===== src/rtl/cfa_frame_sequencer_if.sv =====
// Config handshake bundle between host and cfa_frame_sequencer.
// Host side drives the request, sequencer side returns ready.
interface cfa_frame_sequencer_if #(
  parameter int ROW_W   = 11,
  parameter int COL_W   = 11,
  parameter int FRAME_W = 8
);
  logic               cfg_valid;
  logic               cfg_ready;
  logic [ROW_W-1:0]   cfg_rows;
  logic [COL_W-1:0]   cfg_cols;
  logic [FRAME_W-1:0] cfg_frames;

  modport master (
    output cfg_valid,
    output cfg_rows,
    output cfg_cols,
    output cfg_frames,
    input  cfg_ready
  );

  modport slave (
    input  cfg_valid,
    input  cfg_rows,
    input  cfg_cols,
    input  cfg_frames,
    output cfg_ready
  );
endinterface


===== src/rtl/cfa_frame_sequencer.sv =====
// Frame sequencer for addressing_logic: config latch, credit gating, error flags.
// Optional watchdog built when SEQ_WATCHDOG_EN is defined.
module cfa_frame_sequencer #(
  parameter int ROW_W       = 11,
  parameter int COL_W       = 11,
  parameter int FRAME_W     = 8,
  parameter int CREDITS     = 8,
  parameter int WDOG_CYCLES = 4096
) (
  input  logic               clk,
  input  logic               rst,
  cfa_frame_sequencer_if.slave host,
  input  logic               abort,
  output logic               addr_start,
  output logic               addr_en,
  output logic               addr_rst,
  output logic [ROW_W-1:0]   addr_row_max,
  output logic [COL_W-1:0]   addr_col_max,
  input  logic               addr_done,
  input  logic               win_strobe,
  input  logic               out_consume,
  output logic               busy,
  output logic [FRAME_W-1:0] frame_idx,
  output logic               seq_done,
  output logic               err_cfg,
  output logic               err_count,
  output logic               err_credit,
  output logic               err_wdog
);

  localparam int CRW = $clog2(CREDITS + 1);
  localparam int CNW = ROW_W + COL_W;
  localparam logic [CRW-1:0] CRED_MAX = CRW'(CREDITS);

  if (CREDITS < 1) begin : g_bad_credits
    $error("CREDITS must be >= 1");
  end
  if (WDOG_CYCLES < 2) begin : g_bad_wdog
    $error("WDOG_CYCLES must be >= 2");
  end

  typedef enum logic [2:0] {
    S_IDLE,
    S_LOAD,
    S_RUN,
    S_DRAIN,
    S_DONE
  } state_t;

  state_t state, state_d;

  logic [ROW_W-1:0]   rows_q;
  logic [COL_W-1:0]   cols_q;
  logic [FRAME_W-1:0] frames_q;
  logic [CNW-1:0]     win_cnt;
  logic [CNW-1:0]     win_total;
  logic [CNW-1:0]     win_expect;
  logic [CRW-1:0]     credit;

  logic cfg_fire;
  logic cfg_bad;
  logic cfg_good;
  logic kill;
  logic strobe_run;
  logic cred_up;
  logic last_frame;
  logic run_done;
  logic wdog_fire;

  assign host.cfg_ready = (state == S_IDLE) && !rst;

  assign cfg_fire = host.cfg_valid && host.cfg_ready;
  assign cfg_bad  = (host.cfg_rows == '0)
                 || (host.cfg_cols == '0)
                 || (host.cfg_frames == '0);
  assign cfg_good = cfg_fire && !cfg_bad;

  // abort and watchdog share one exit path; both are no-ops in IDLE
  assign kill = (abort || wdog_fire) && (state != S_IDLE);

  assign strobe_run = win_strobe && (state == S_RUN);
  assign cred_up    = out_consume && (state != S_IDLE);
  assign win_total  = win_cnt + CNW'(strobe_run);
  assign win_expect = CNW'(rows_q) * CNW'(cols_q);
  assign last_frame = frame_idx == (frames_q - FRAME_W'(1));
  assign run_done   = (state == S_RUN) && addr_done && !kill;

  assign addr_row_max = rows_q;
  assign addr_col_max = cols_q;
  assign busy         = state != S_IDLE;
  assign addr_en      = (state == S_RUN) && (credit != '0);

  always_ff @(posedge clk) begin
    if (rst) state <= S_IDLE;
    else     state <= state_d;
  end

  always_comb begin
    state_d = state;
    if (kill) begin
      state_d = S_IDLE;
    end else begin
      unique case (state)
        S_IDLE:  if (cfg_good) state_d = S_LOAD;
        S_LOAD:  state_d = S_RUN;
        S_RUN: begin
          if (addr_done) state_d = last_frame ? S_DRAIN : S_LOAD;
        end
        S_DRAIN: if (credit == CRED_MAX) state_d = S_DONE;
        S_DONE:  state_d = S_IDLE;
        default: state_d = S_IDLE;
      endcase
    end
  end

  always_ff @(posedge clk) begin
    if (rst) begin
      rows_q     <= '0;
      cols_q     <= '0;
      frames_q   <= '0;
      frame_idx  <= '0;
      win_cnt    <= '0;
      credit     <= CRED_MAX;
      addr_start <= 1'b0;
      addr_rst   <= 1'b0;
      seq_done   <= 1'b0;
      err_cfg    <= 1'b0;
      err_count  <= 1'b0;
      err_credit <= 1'b0;
    end else begin
      addr_start <= state_d == S_LOAD;
      seq_done   <= state_d == S_DONE;
      addr_rst   <= kill;
      err_cfg    <= cfg_fire && cfg_bad;
      if (cfg_fire) begin
        rows_q   <= host.cfg_rows;
        cols_q   <= host.cfg_cols;
        frames_q <= host.cfg_frames;
      end
      if (cfg_good) begin
        frame_idx  <= '0;
        win_cnt    <= '0;
        credit     <= CRED_MAX;
        err_count  <= 1'b0;
        err_credit <= 1'b0;
      end else begin
        if (state == S_LOAD)  win_cnt <= '0;
        else if (strobe_run)  win_cnt <= win_total;
        // simultaneous strobe and consume cancel out
        if (cred_up && !strobe_run) begin
          if (credit == CRED_MAX) err_credit <= 1'b1;
          else                    credit     <= credit + CRW'(1);
        end else if (strobe_run && !cred_up) begin
          if (credit == '0) err_credit <= 1'b1;
          else              credit     <= credit - CRW'(1);
        end
        if (run_done) begin
          if (win_total != win_expect) err_count <= 1'b1;
          if (!last_frame) frame_idx <= frame_idx + FRAME_W'(1);
        end
      end
    end
  end

`ifdef SEQ_WATCHDOG_EN
  localparam int WDW = $clog2(WDOG_CYCLES + 1);

  logic [WDW-1:0] wdog_cnt;

  assign wdog_fire = addr_en && !win_strobe
                  && (wdog_cnt == WDW'(WDOG_CYCLES - 1));

  always_ff @(posedge clk) begin
    if (rst || !addr_en || win_strobe) wdog_cnt <= '0;
    else                               wdog_cnt <= wdog_cnt + WDW'(1);
  end

  always_ff @(posedge clk) begin
    if (rst || cfg_good) err_wdog <= 1'b0;
    else if (wdog_fire)  err_wdog <= 1'b1;
  end
`else
  assign wdog_fire = 1'b0;
  assign err_wdog  = 1'b0;
`endif

endmodule


===== src/flat_wrapper.sv =====
// flat-port wrapper written by rule: the top's interface ports become plain ports
module cfa_frame_sequencer_flat 
#(
  parameter int ROW_W       = 11,
  parameter int COL_W       = 11,
  parameter int FRAME_W     = 8,
  parameter int CREDITS     = 8,
  parameter int WDOG_CYCLES = 4096
)
  (clk, rst, abort, addr_start, addr_en, addr_rst, addr_row_max, addr_col_max, addr_done, win_strobe, out_consume, busy, frame_idx, seq_done, err_cfg, err_count, err_credit, err_wdog, host_cfg_valid, host_cfg_rows, host_cfg_cols, host_cfg_frames, host_cfg_ready);
  cfa_frame_sequencer_if #(.ROW_W(ROW_W), .COL_W(COL_W), .FRAME_W(FRAME_W)) host_i ();
  input  logic clk;
  input  logic rst;
  input  logic abort;
  output logic addr_start;
  output logic addr_en;
  output logic addr_rst;
  output logic [ROW_W-1:0] addr_row_max;
  output logic [COL_W-1:0] addr_col_max;
  input  logic addr_done;
  input  logic win_strobe;
  input  logic out_consume;
  output logic busy;
  output logic [FRAME_W-1:0] frame_idx;
  output logic seq_done;
  output logic err_cfg;
  output logic err_count;
  output logic err_credit;
  output logic err_wdog;
  input wire logic [$bits(host_i.cfg_valid)-1:0] host_cfg_valid;
  input wire logic [$bits(host_i.cfg_rows)-1:0] host_cfg_rows;
  input wire logic [$bits(host_i.cfg_cols)-1:0] host_cfg_cols;
  input wire logic [$bits(host_i.cfg_frames)-1:0] host_cfg_frames;
  output wire logic [$bits(host_i.cfg_ready)-1:0] host_cfg_ready;
  assign host_i.cfg_valid = host_cfg_valid;
  assign host_i.cfg_rows = host_cfg_rows;
  assign host_i.cfg_cols = host_cfg_cols;
  assign host_i.cfg_frames = host_cfg_frames;
  assign host_cfg_ready = host_i.cfg_ready;
  cfa_frame_sequencer #(.ROW_W(ROW_W), .COL_W(COL_W), .FRAME_W(FRAME_W), .CREDITS(CREDITS), .WDOG_CYCLES(WDOG_CYCLES)) u_core (.clk(clk), .rst(rst), .host(host_i), .abort(abort), .addr_start(addr_start), .addr_en(addr_en), .addr_rst(addr_rst), .addr_row_max(addr_row_max), .addr_col_max(addr_col_max), .addr_done(addr_done), .win_strobe(win_strobe), .out_consume(out_consume), .busy(busy), .frame_idx(frame_idx), .seq_done(seq_done), .err_cfg(err_cfg), .err_count(err_count), .err_credit(err_credit), .err_wdog(err_wdog));
endmodule

===== config.mk =====
export PLATFORM = sky130hd
export DESIGN_NAME = cfa_frame_sequencer_flat
export DESIGN_NICKNAME = d
export VERILOG_FILES = /design/src/rtl/cfa_frame_sequencer_if.sv /design/src/rtl/cfa_frame_sequencer.sv /design/src/flat_wrapper.sv
export SDC_FILE = /design/constraint.sdc
export NUM_CORES = 1
export LEC_CHECK = 0
export CORE_MARGIN = 3
export CORE_UTILIZATION = 45
export CTS_CLUSTER_DIAMETER = 80
export DETAILED_ROUTE_END_ITERATION = 10
export GPL_ROUTABILITY_DRIVEN = 0
export PLACE_DENSITY_LB_ADDON = 0.3
export SYNTH_ARGS = -nofsm -noshare
export SYNTH_HDL_FRONTEND = slang
export SYNTH_SLANG_ARGS = --single-unit

===== constraint.sdc =====
create_clock -name clk -period 6.8 [get_ports clk]
set_clock_uncertainty 0.1 [all_clocks]
set_input_delay 1.36 -clock clk [delete_from_list [all_inputs] [get_ports clk]]
set_output_delay 1.36 -clock clk [all_outputs]
set_load 0.005 [all_outputs]

Word level (Yosys, flattened, before mapping)

Index checks and enable logic that the tools add are counted.

Output and inout bits: 40
Bits of input ports: 37
Register bits after elaboration: 73

Reduce and logical (&&, ||, !) cells: 34
Mux-type cells: 14
$add $sub $neg: 5
Multipliers: 1
Equality and inequality tests: 11
Bitwise logic cells: 1

Operators with widths:

| kind                | number |
|---|---|
| $add 22x1->22       | 1 |
| $logic_not 11->1    | 2 |
| $mul 11x11->22      | 1 |
| $ne 22x22->1        | 1 |
| $mux 4              | 4 |
| $logic_and 1x1->1   | 12 |
| $mux 3              | 4 |
| $pmux 3 s4          | 1 |
| $add 8x1->8 const B | 1 |
| $eq 8x8->1          | 1 |
| $logic_not 8->1     | 1 |
| $sub 8x1->8 const B | 1 |
| $eq 3x1->1 const B  | 2 |
| $eq 3x2->1 const B  | 2 |
| $reduce_and 3->1    | 2 |
| $logic_not 1->1     | 5 |
| $add 4x1->4 const B | 1 |
| $eq 4x4->1 const B  | 1 |
| $logic_not 4->1     | 1 |
| $mux 1              | 4 |
| $ne 2x1->1 const B  | 2 |
| $reduce_and 2->1    | 2 |
| $reduce_bool 2->1   | 2 |
| $reduce_bool 4->1   | 1 |
| 10 further kinds    | 11 |

Logic depth before layout (Yosys ltp)

Gate-level depths: netlist of run 1.

Depth after elaboration: 9
Mapped depth: 20
Depth with buffers taken out: 19

Worst setup path after synthesis of run 1

OpenSTA, ideal clock, no wires.

Path type: register to register
Start point: reg u_core.cols_q[10], in the netlist u_core.addr_col_max[10]
End point: reg u_core.err_count
Slack: 1,542 ps
Library setup time: 115 ps
Path buffers: 1
Stages on the path, launching flop included: 18
Period minus slack after synthesis: 5,258 ps
Arrival: 5,043 ps
Path through: dfxtp_1 clkbuf_1 nand2_1 fa_1 fa_1 fa_1 fa_1 fa_1 inv_1 ha_1 and4_1 nand3_1 o21ai_0 o41ai_1 o311a_1 o21ai_0 nand4b_1 o21a_1

Cells in the longest elaborated chain, start to end: 3

RTL lines:

| item                       | line                       | RTL |
|---|---|---|
| start: declaration         | cfa_frame_sequencer.sv:53  | `logic [COL_W-1:0] cols_q;` |
| start signal: assignment   | cfa_frame_sequencer.sv:137 | `cols_q <= host.cfg_cols;` |
| $mul 11x11->22             | cfa_frame_sequencer.sv:84  | `assign win_expect = CNW'(rows_q) * CNW'(cols_q);` |
| $ne 22x22->1               | cfa_frame_sequencer.sv:158 | `if (win_total != win_expect) err_count <= 1'b1;` |
| $reduce_and 2->1 (no line) | n/a                        |  |
| end signal: assignment     | cfa_frame_sequencer.sv:128 | `err_count <= 1'b0;` |
| end signal: assignment     | cfa_frame_sequencer.sv:144 | `err_count <= 1'b0;` |
| end signal: assignment     | cfa_frame_sequencer.sv:158 |  |
| end: declaration           | cfa_frame_sequencer.sv:26  | `output logic err_count,` |

Every way passes these cells.
A chain may end at the register's enable or synchronous reset.

Final worst setup path of run 1

Start point: reg u_core.rows_q[6], in the netlist u_core.addr_row_max[6]
End point: reg u_core.err_count

Cells in the longest elaborated chain, start to end: 3

RTL lines:

| item                       | line                       | RTL |
|---|---|---|
| start: declaration         | cfa_frame_sequencer.sv:52  | `logic [ROW_W-1:0] rows_q;` |
| start signal: assignment   | cfa_frame_sequencer.sv:136 | `rows_q <= host.cfg_rows;` |
| $mul 11x11->22             | cfa_frame_sequencer.sv:84  |  |
| $ne 22x22->1               | cfa_frame_sequencer.sv:158 |  |
| $reduce_and 2->1 (no line) | n/a                        |  |

Every way passes these cells.

==> results of run 1 <==
[power by group through the flow]
stage / clock, µW / sequential, µW / combinational, µW
global placement: 0 / 502 / 373
floorplan: 0 / 468 / 291
global route: 502 / 498 / 426
CTS: 485 / 493 / 382
finish: 472 / 494 / 376
detailed placement: 0 / 503 / 378
[metal layers]
layer  wire, µm  up-vias  share of wire
li1           -     3160              -
met1       8360     3179           0.45
met2       9004      161           0.49
met3        881       18          0.048
met4        267        0          0.014
met5          0        -              0
[sequential cells by signal, summed over array words and instances (netlist names), 3 cells and up]
name                 cells
u_core.addr_col_max     11
u_core.frames_q          8
u_core.win_cnt          22
u_core.frame_idx         8
u_core.addr_row_max     11
u_core.credit            4
u_core.state             3
[metrics by stage]
stage / instances / power, µW / hold slack, ps / setup slack [ps] / utilization
5_1_grt: 1224 / 1427 / 378.6 / 790.3 / 0.5266
2_1_floorplan: 953 / 759.3 / 339.6 / 1542 / -
6_report: 1224 / 1342 / 355.2 / 1076 / 0.5266
3_5_place_dp: 1208 / 881.1 / 348.1 / 1031 / 0.5095
4_1_cts: 1224 / 1360 / 358.8 / 1021 / 0.5266
3_3_place_gp: 1208 / 874.5 / 335.6 / 1120 / 0.5095
[critical path, stage by stage, from the launching register on]
cell and delay [ps]:
dfxtp_1 710, nand2_1 180, fa_1 510, fa_1 540, fa_1 450, fa_1 520, fa_1 540, inv_1 40
ha_1 360, a21oi_1 290, o21a_1 170, o211ai_1 200, a311oi_1 360, xnor2_1 140, a21boi_1 210, nand4b_1 110
o21a_1 190
[synthesized netlist by cell type, drive strengths merged, types with 20 or more instances]
| master | count | share of area |
|---|---|---|
| nand2 | 174 | 0.082 |
| inv | 93 | 0.044 |
| fa | 81 | 0.20 |
| dfxtp | 73 | 0.18 |
| ha | 68 | 0.11 |
| nor2 | 65 | 0.031 |
| xnor2 | 60 | 0.068 |
| and2 | 54 | 0.042 |
| clkbuf | 38 | 0.018 |
| nand3b | 29 | 0.027 |
| xor2 | 29 | 0.032 |
| a21oi | 23 | 0.014 |
| nand3 | 20 | 0.014 |
[cells by family (layout without fill, tap and decap cells)]
logic type,after synthesis,in the layout,synth area share
and+or+nand+nor,408,408,0.2544
adders and majority gates,149,149,0.3094
buffers and inverters,141,187,0.06904
AOI/OAI and AO/OA,89,89,0.08064
xor gates and xnor gates,89,89,0.09942
DFF,73,73,0.1829
muxes,3,3,0.003758
other,1,1,0.0004693
[cell type report]
class	count	area, µm²
Fill cell	1647	8217
Multi-Input combinational cell	739	5978
Sequential cell	73	1461
Timing Repair Buffer	78	773.2
Inverter	93	349.1
Tap cell	225	281.5
Clock buffer	9	225.2
Clock inverter	7	71.32
[worst min-delay path by stage]
stage | start | endpoint | slack [ps] | cells past startpoint
6_report | u_core.err_credit | u_core.err_credit | 360 | 2
3_3_place_gp | u_core.err_credit | u_core.err_credit | 340 | 2
5_1_grt | u_core.err_credit | u_core.err_credit | 380 | 2
2_1_floorplan | u_core.win_cnt[0] | u_core.win_cnt[0] | 340 | 2
3_5_place_dp | u_core.err_credit | u_core.err_credit | 350 | 2
4_1_cts | u_core.err_credit | u_core.err_credit | 360 | 2
==> flow_summary_export.csv, run 1 <==
group,metric,value,unit
global_route,grt_max_degree,38,
placement,place_area,0.008843,mm²
worst_setup_path,critPathRequiredTime,6940,ps
pwr,p_int,881.6,µW
finish,num_antenna_cells,0,
cts,cts.sinks,73,
pwr,p_leak,0.003839,µW
synth,synth-edff-count,0,
outcome,run_status,"complete, no violations",
global_route,grt-ovfl-total,0,
worst_setup_path,setup.worst_path.start,"u_core.addr_row_max[6]",
placement,io_buffers,75,
timing,fin_crit_sh,0.8417,
synth,yosys_warnings,0,
global_route,grt_use_met1,0.2664,
synth,yosysUniqueCellTypes,64,
drt,wl_per_cell,15.13,µm
worst_setup_path,cp_max_fo,13,
worst_setup_path,reg2reg_depth,16,
cts,cts_tree,"yes",
finish,layout_commonest_cell,"nand2_1",
flow_run,cap_violations,0,
die,rows,48,
timing,slew_violations,0,
global_route,grt_pass1_wl,32150,µm
synth,syn_nets,1139,
cts,postCtsHoldBufs,0,
synth,syn_area_per_cell,8.386,µm²
timing,rsz0062_at_grt,"false",
pwr,power_density,146.8,mW/mm²
finish,final_nets,1180,
pwr,seq_power_share,0.368,
die,fp.dieW,139.3,µm
drt,via_per_inst,5.325,
cts,clk_pin_slew,70,ps
finish,layout-drive-gt1-share,0.04505,
global_route,grt.busiest_layer,"met2",
drt,first_pass_iters,5,
cts,ctsRootBufferMaster,"clkbuf_16",
worst_setup_path,rrSetupSlack,1080,ps
global_route,grt_use_total,0.1972,
timing,period_minus_slack,5724,ps
timing,fmax,174.7,MHz
cts,clock_latency,350,ps
timing,tightest_slew,1072,ps
die,die-area,0.01939,mm²
drt,drc_errors,0,
synth,ys.flop_type,"dfxtp_1",
timing,finalHoldViolations,0,
pwr,power_frac_clock,0.352,
timing,finalSetupViolCount,0,
worst_setup_path,rr_endpoint,"u_core.err_count",
global_route,met2_usage,0.3305,
finish,stdcell_area,0.009140,mm²
finish,layout_common_cells,"nand2_1 (174), inv_1 (93), fa_1 (81)",
drt,postRouteAntennaNets,0,
drt,vias,6518,
cts,cts_resized,0,
die,start_util,0.4604,
cts,cts_max_level,3,
global_route,antenna_found_initial,0,
pwr,swShare,0.3429,
die,io_pins,77,
cts,cts_buffers,9,
global_route,grt_pass1_vias,6568,
worst_setup_path,setup.worst_path.end,"u_core.err_count",
synth,netlist_instances,953,
worst_hold_path,hold_class,"reg2reg",
pwr,power_frac_comb,0.280,
cts,clockBufferDepth,2,
drt,drt_iter0_markers,268,
placement,hpwlAfterDp,14640,µm
die,die_h,139.3,µm
worst_setup_path,cp-start-kind,"flop",
die,coreArea,0.01736,mm²
timing,setup_tns,0,ps
pwr,ir_drop,117.5,µV
worst_setup_path,critPathKind,"reg2reg",
worst_setup_path,critPathCaptureType,"flop",
worst_setup_path,timing.rr.start,"u_core.addr_row_max[6]",
global_route,use_met3,0.03574,
timing,slew_headroom,0.2853,
cts,post-cts-setup-buffer-count,0,
worst_setup_path,crit_arrival,5870,ps
pwr,p_switching,460.1,µW
synth,yosysSeqAreaShare,0.1829,
finish,areaGrowthSynthToFinish,14.37,%
synth,syn_area,0.007991,mm²
drt,drt-total-wl,18510,µm
synth,synthArstFlopShare,0,
synth,synth-seq-cells,73,
No activity file was read; power rests on OpenSTA's default activity.
==> inputs of run 2 (changes only) <==
==> constraint.sdc (replaced) <==
create_clock -name clk -period 5.6 [get_ports clk]
set_clock_uncertainty 0.1 [all_clocks]
set_input_delay 1.12 -clock clk [delete_from_list [all_inputs] [get_ports clk]]
set_output_delay 1.12 -clock clk [all_outputs]
set_load 0.005 [all_outputs]
==> run 2 against run 1 <==
  * First-iteration DRC count rose by 30%
  * Fmax increased by 7.6%
  * Final cell count rose by 2.0%
  * Sequential cell count stayed put
  * Setup slack worse by 800 ps
  * Critical path depth grew 1
  * Sequential share of layout area shrank 0.25 points
  * Non-clock buffer count is 24 higher
  * Worst hold slack got worse by 11 ps
  * Largest power group is now clock
==> flow_summary_export.csv, run 2 (synthesis results as in run 1) <==
group,metric,value,unit
outcome,run_status,"complete, no violations",
worst_setup_path,critPathKind,"reg2reg",
die,die-area,0.01939,mm²
worst_setup_path,crit_arrival,5470,ps
finish,layout-drive-gt1-share,0.08407,
timing,finalSetupViolCount,0,
global_route,grt.busiest_layer,"met2",
placement,io_buffers,75,
timing,tightest_slew,1100,ps
cts,ctsRootBufferMaster,"clkbuf_16",
drt,drt_iter0_markers,348,
die,die_h,139.3,µm
timing,slew_headroom,0.2665,
flow_run,cap_violations,0,
die,fp.dieW,139.3,µm
timing,period_minus_slack,5321,ps
cts,cts_tree,"yes",
worst_setup_path,cp_max_fo,6,
drt,wl_per_cell,15.31,µm
global_route,grt_use_met1,0.2730,
drt,postRouteAntennaNets,0,
worst_setup_path,critPathRequiredTime,5740,ps
timing,slew_violations,0,
cts,postCtsHoldBufs,0,
worst_setup_path,critPathMostFrequentCell,"fa_1",
drt,via_per_inst,5.285,
cts,cts_buffers,9,
cts,clk_pin_slew,60,ps
pwr,p_leak,0.003994,µW
die,start_util,0.4604,
finish,largest_reg_flops,22,
finish,num_antenna_cells,0,
worst_setup_path,cp_slowest_cell,"fa_1",
finish,final_nets,1204,
drt,drc_errors,0,
pwr,power_density,184.5,mW/mm²
global_route,grt_max_degree,38,
cts,cts_max_level,3,
drt,vias,6596,
timing,setup_tns,0,ps
global_route,grt_use_total,0.1992,
placement,place_area,0.009016,mm²
drt,drt-total-wl,19100,µm
global_route,grt_pass1_vias,6545,
worst_hold_path,hold_class,"reg2reg",
timing,fin_crit_sh,0.9501,
cts,cts.sinks,73,
global_route,grt-ovfl-total,0,
pwr,ir_drop,140.4,µV
global_route,grt_pass1_wl,32120,µm
worst_setup_path,max_stage_delay,560,ps
finish,top_register,"u_core.win_cnt",
cts,clock_latency,350,ps
die,rows,48,
global_route,antenna_found_initial,0,
die,coreArea,0.01736,mm²
global_route,met2_usage,0.3346,
worst_setup_path,critPathCaptureType,"flop",
finish,stdcell_area,0.009395,mm²
finish,layout_commonest_cell,"nand2_1",
die,io_pins,77,
finish,fill_cells,1620,
drt,first_pass_iters,5,
global_route,use_met3,0.04089,
finish,areaGrowthSynthToFinish,17.57,%
pwr,power,1733,µW
worst_setup_path,cp-start-kind,"flop",
timing,fmax,187.9,MHz
placement,hpwlAfterDp,15280,µm
finish,layout_common_cells,"nand2_1 (174), inv_1 (93), fa_1 (81)",
timing,finalHoldViolations,0,
cts,clockBufferDepth,2,
worst_setup_path,crit_chain,"buf_4 -> nand2_1 -> fa_1 -> fa_1 -> fa_1 -> fa_1 -> fa_1 -> inv_1 -> ha_1 -> and3_1 -> a221oi_2 -> o31ai_4 -> a21boi_0 -> xnor2_1 -> and4_1 -> nand4b_1 -> o21a_1",
run 2: path summary, 6_finish.rpt:
path | startpoint | to | slack (ps) | cells past startpoint
hold / removal | u_core.err_credit | u_core.err_credit | 340 | 2
hold reg to reg | u_core.err_credit | u_core.err_credit | 340 | 2
setup reg to reg | u_core.addr_col_max[4] | u_core.err_count | 280 | 17
setup / recovery | u_core.addr_col_max[4] | u_core.err_count | 280 | 17
run 2: repair_timing:
action	CTS	global route
gates resized for setup	0	18
setup buffers	0	1
endpoints found under the setup margin	0	1
endpoints found under the hold margin	0	0
run 2: final cells by class:
class | instances | area [µm²] | share of cell area
clock inverters | 7 | 101.3 | 0.01079
clock buffers | 9 | 225.2 | 0.02397
flip-flops and latches | 73 | 1479 | 0.1574
repair buffers | 102 | 953.4 | 0.1015
inverters | 93 | 349.1 | 0.03716
well taps | 225 | 281.5 | 0.02996
multi-input cells | 739 | 6006 | 0.6392
run 2: through the flow:
stage	hold WS [ps]	setup WS (ps)	cells	util
2_1_floorplan	339.6	342.5	953	-
3_3_place_gp	333.8	192.1	1231	0.5195
3_5_place_dp	341.0	121.8	1231	0.5195
4_1_cts	348.8	90.52	1247	0.5383
5_1_grt	372.5	-26.80	1248	0.5413
6_report	344.5	279.3	1248	0.5413
run 2: critical path, delay by kind of cell, from the launching register on:
family                   cells  cell delay [ps]
AO/OA/AOI/OAI                4              980
XOR/XNOR                     1              130
adder cells (fa/ha/maj)      6             2840
buffers and inverters        2              200
flip-flops                   1              380
AND/OR/NAND/NOR              4              570
run 2: power breakdown:
| part | internal, µW | leakage, µW | total [µW] | switching (µW) |
|---|---|---|---|---|
| combinational | 235 | 0.00324 | 500 | 265 |
| clock | 395 | 0.000158 | 649 | 254 |
| sequential | 541 | 0.000599 | 585 | 43.4 |
| total | 1170 | 0.00399 | 1730 | 562 |
run 2: metal layers:
metal	vias up	part of all wire	wire, µm
li1	3210	-	-
met1	3208	0.46	8720
met2	163	0.49	9331
met3	15	0.049	936
met4	0	0.0060	115
met5	-	0	0
==> inputs of run 3 (changes only) <==
--- a/config.mk
+++ b/config.mk
@@ -5,10 +5,12 @@
 export SDC_FILE = /design/constraint.sdc
 export NUM_CORES = 1
 export LEC_CHECK = 0
+export ABC_AREA = 0
 export CORE_MARGIN = 3
 export CORE_UTILIZATION = 45
 export CTS_CLUSTER_DIAMETER = 80
 export DETAILED_ROUTE_END_ITERATION = 10
+export DONT_BUFFER_PORTS = 1
 export GPL_ROUTABILITY_DRIVEN = 0
 export PLACE_DENSITY_LB_ADDON = 0.3
 export SYNTH_ARGS = -nofsm -noshare
==> run 3 against run 2 <==
  * Sequential share of layout area is 1.4 points higher
  * First-iteration DRC count down 18%
  * Critical path type unchanged
  * Worst hold slack gained 15 ps
  * Final cell count down 5.7%
  * Combinational power decreased by 12%
  * Via count is 5.3% lower
==> flow_summary_export.csv, run 3 (synthesis results as in run 1) <==
group,metric,value,unit
outcome,run_status,"complete, no violations",
worst_setup_path,max_stage_delay,540,ps
pwr,ir_drop,172.4,µV
finish,stdcell_area,0.008606,mm²
worst_setup_path,crit_chain,"nand2_1 -> fa_1 -> fa_1 -> fa_1 -> fa_1 -> fa_1 -> inv_1 -> ha_1 -> a21o_1 -> a211oi_1 -> o31ai_2 -> a21boi_0 -> xnor2_1 -> and4_1 -> nand4b_1 -> o21a_1",
die,fp.dieW,139.3,µm
global_route,antenna_found_initial,0,
drt,drt-total-wl,18170,µm
cts,ctsRootBufferMaster,"clkbuf_16",
cts,clk_pin_slew,60,ps
die,die-area,0.01939,mm²
finish,final_nets,1134,
worst_setup_path,cp_max_fo,6,
drt,via_per_inst,5.309,
timing,rsz0062_at_grt,"false",
finish,areaGrowthSynthToFinish,7.687,%
timing,tightest_slew,1122,ps
timing,setup_tns,0,ps
placement,io_buffers,0,
finish,layout_commonest_cell,"nand2_1",
cts,clock_latency,350,ps
finish,instances_no_fill,1177,
worst_hold_path,hold_class,"reg2reg",
timing,fin_crit_sh,0.9510,
timing,finalSetupViolCount,0,
drt,postRouteAntennaNets,0,
pwr,power_density,182.3,mW/mm²
global_route,grt_max_degree,38,
worst_setup_path,cp-start-kind,"flop",
placement,hpwlAfterDp,14700,µm
timing,slew_headroom,0.2517,
die,io_pins,77,
die,coreArea,0.01736,mm²
drt,drc_errors,0,
die,die_h,139.3,µm
placement,placedCellCount,1162,
flow_run,cap_violations,0,
finish,top_register,"u_core.win_cnt",
finish,num_antenna_cells,0,
cts,clockBufferDepth,2,
drt,wl_per_cell,15.43,µm
cts,cts_tree,"yes",
drt,first_pass_iters,5,
cts,cts_buffers,9,
worst_setup_path,crit_arrival,5470,ps
worst_setup_path,cp_num_buf_inv,1,
worst_setup_path,rrSetupSlack,270,ps
worst_setup_path,cp_top_family,"adder cells",
worst_setup_path,critPathCaptureType,"flop",
timing,period_minus_slack,5325,ps
global_route,grt_pass1_vias,6309,
die,start_util,0.4604,
finish,layout-drive-gt1-share,0.09244,
finish,layout_common_cells,"nand2_1 (174), inv_1 (93), fa_1 (81)",
cts,postCtsHoldBufs,0,
timing,finalHoldViolations,0,
pwr,p_leak,0.003713,µW
worst_setup_path,critPathKind,"reg2reg",
worst_setup_path,critPathMostFrequentCell,"fa_1",
drt,drt_iter0_markers,285,
die,rows,48,
finish,largest_reg_flops,22,
global_route,grt_pass1_wl,31030,µm
placement,place_area,0.008310,mm²
timing,fmax,187.8,MHz
worst_setup_path,cp_slowest_cell,"fa_1",
cts,cts.sinks,73,
global_route,grt_use_total,0.1919,
global_route,grt-ovfl-total,0,
cts,cts_max_level,3,
worst_setup_path,critPathRequiredTime,5740,ps
timing,slew_violations,0,
drt,vias,6249,
[run 3: worst paths after layout]
check                          from                end  cells after the start
min               u_core.win_cnt[0]  u_core.win_cnt[0]                      2
max          u_core.addr_col_max[8]   u_core.err_count                     16
max reg2reg  u_core.addr_col_max[8]   u_core.err_count                     16
min reg2reg       u_core.win_cnt[0]  u_core.win_cnt[0]                      2
[run 3: routing by layer]
metal,wire length [µm],vias up,track usage
met5,0,-,0
met4,229,0,0.04325
met3,1121,21,0.04227
met2,8522,160,0.3130
met1,8293,3008,0.2624
li1,-,3060,-
[run 3: final cells by class]
type                    count  area, µm²
fillers                  1703       8751
repair buffers             32      240.2
clock buffers               9      225.2
well taps                 225      281.5
flip-flops and latches     73       1479
clock inverters             6      45.04
multi-input cells         739       5986
inverters                  93      349.1
[run 3: per-stage QoR]
stage	total power [µW]	hold slack (ps)	setup WS [ps]	util
floorplan	922.1	339.6	342.5	-
global placement	1032	348.9	94.39	0.4788
detailed placement	1037	355.4	8.316	0.4788
CTS	1589	363.7	54.94	0.4944
global route	1668	385.1	10.91	0.4958
finish	1569	359.5	274.7	0.4958
[run 3: timing repair]
action	in CTS	in global routing
endpoints found under the setup margin	1	1
setup buffers	0	0
gates resized for setup	1	14
[run 3: tightest hold or removal path: cells and delay by family (launching register included)]
kind               cells  cell delay [ps]
and+or+nand+nor        1               50
DFF                    1              310
AOI/OAI and AO/OA      1               50
[run 3: report_power, final]
part | internal, µW | switching [µW] | total, µW
clock | 300 | 244 | 543
sequential | 541 | 44.1 | 585
combinational | 196 | 245 | 441
total | 1040 | 532 | 1570
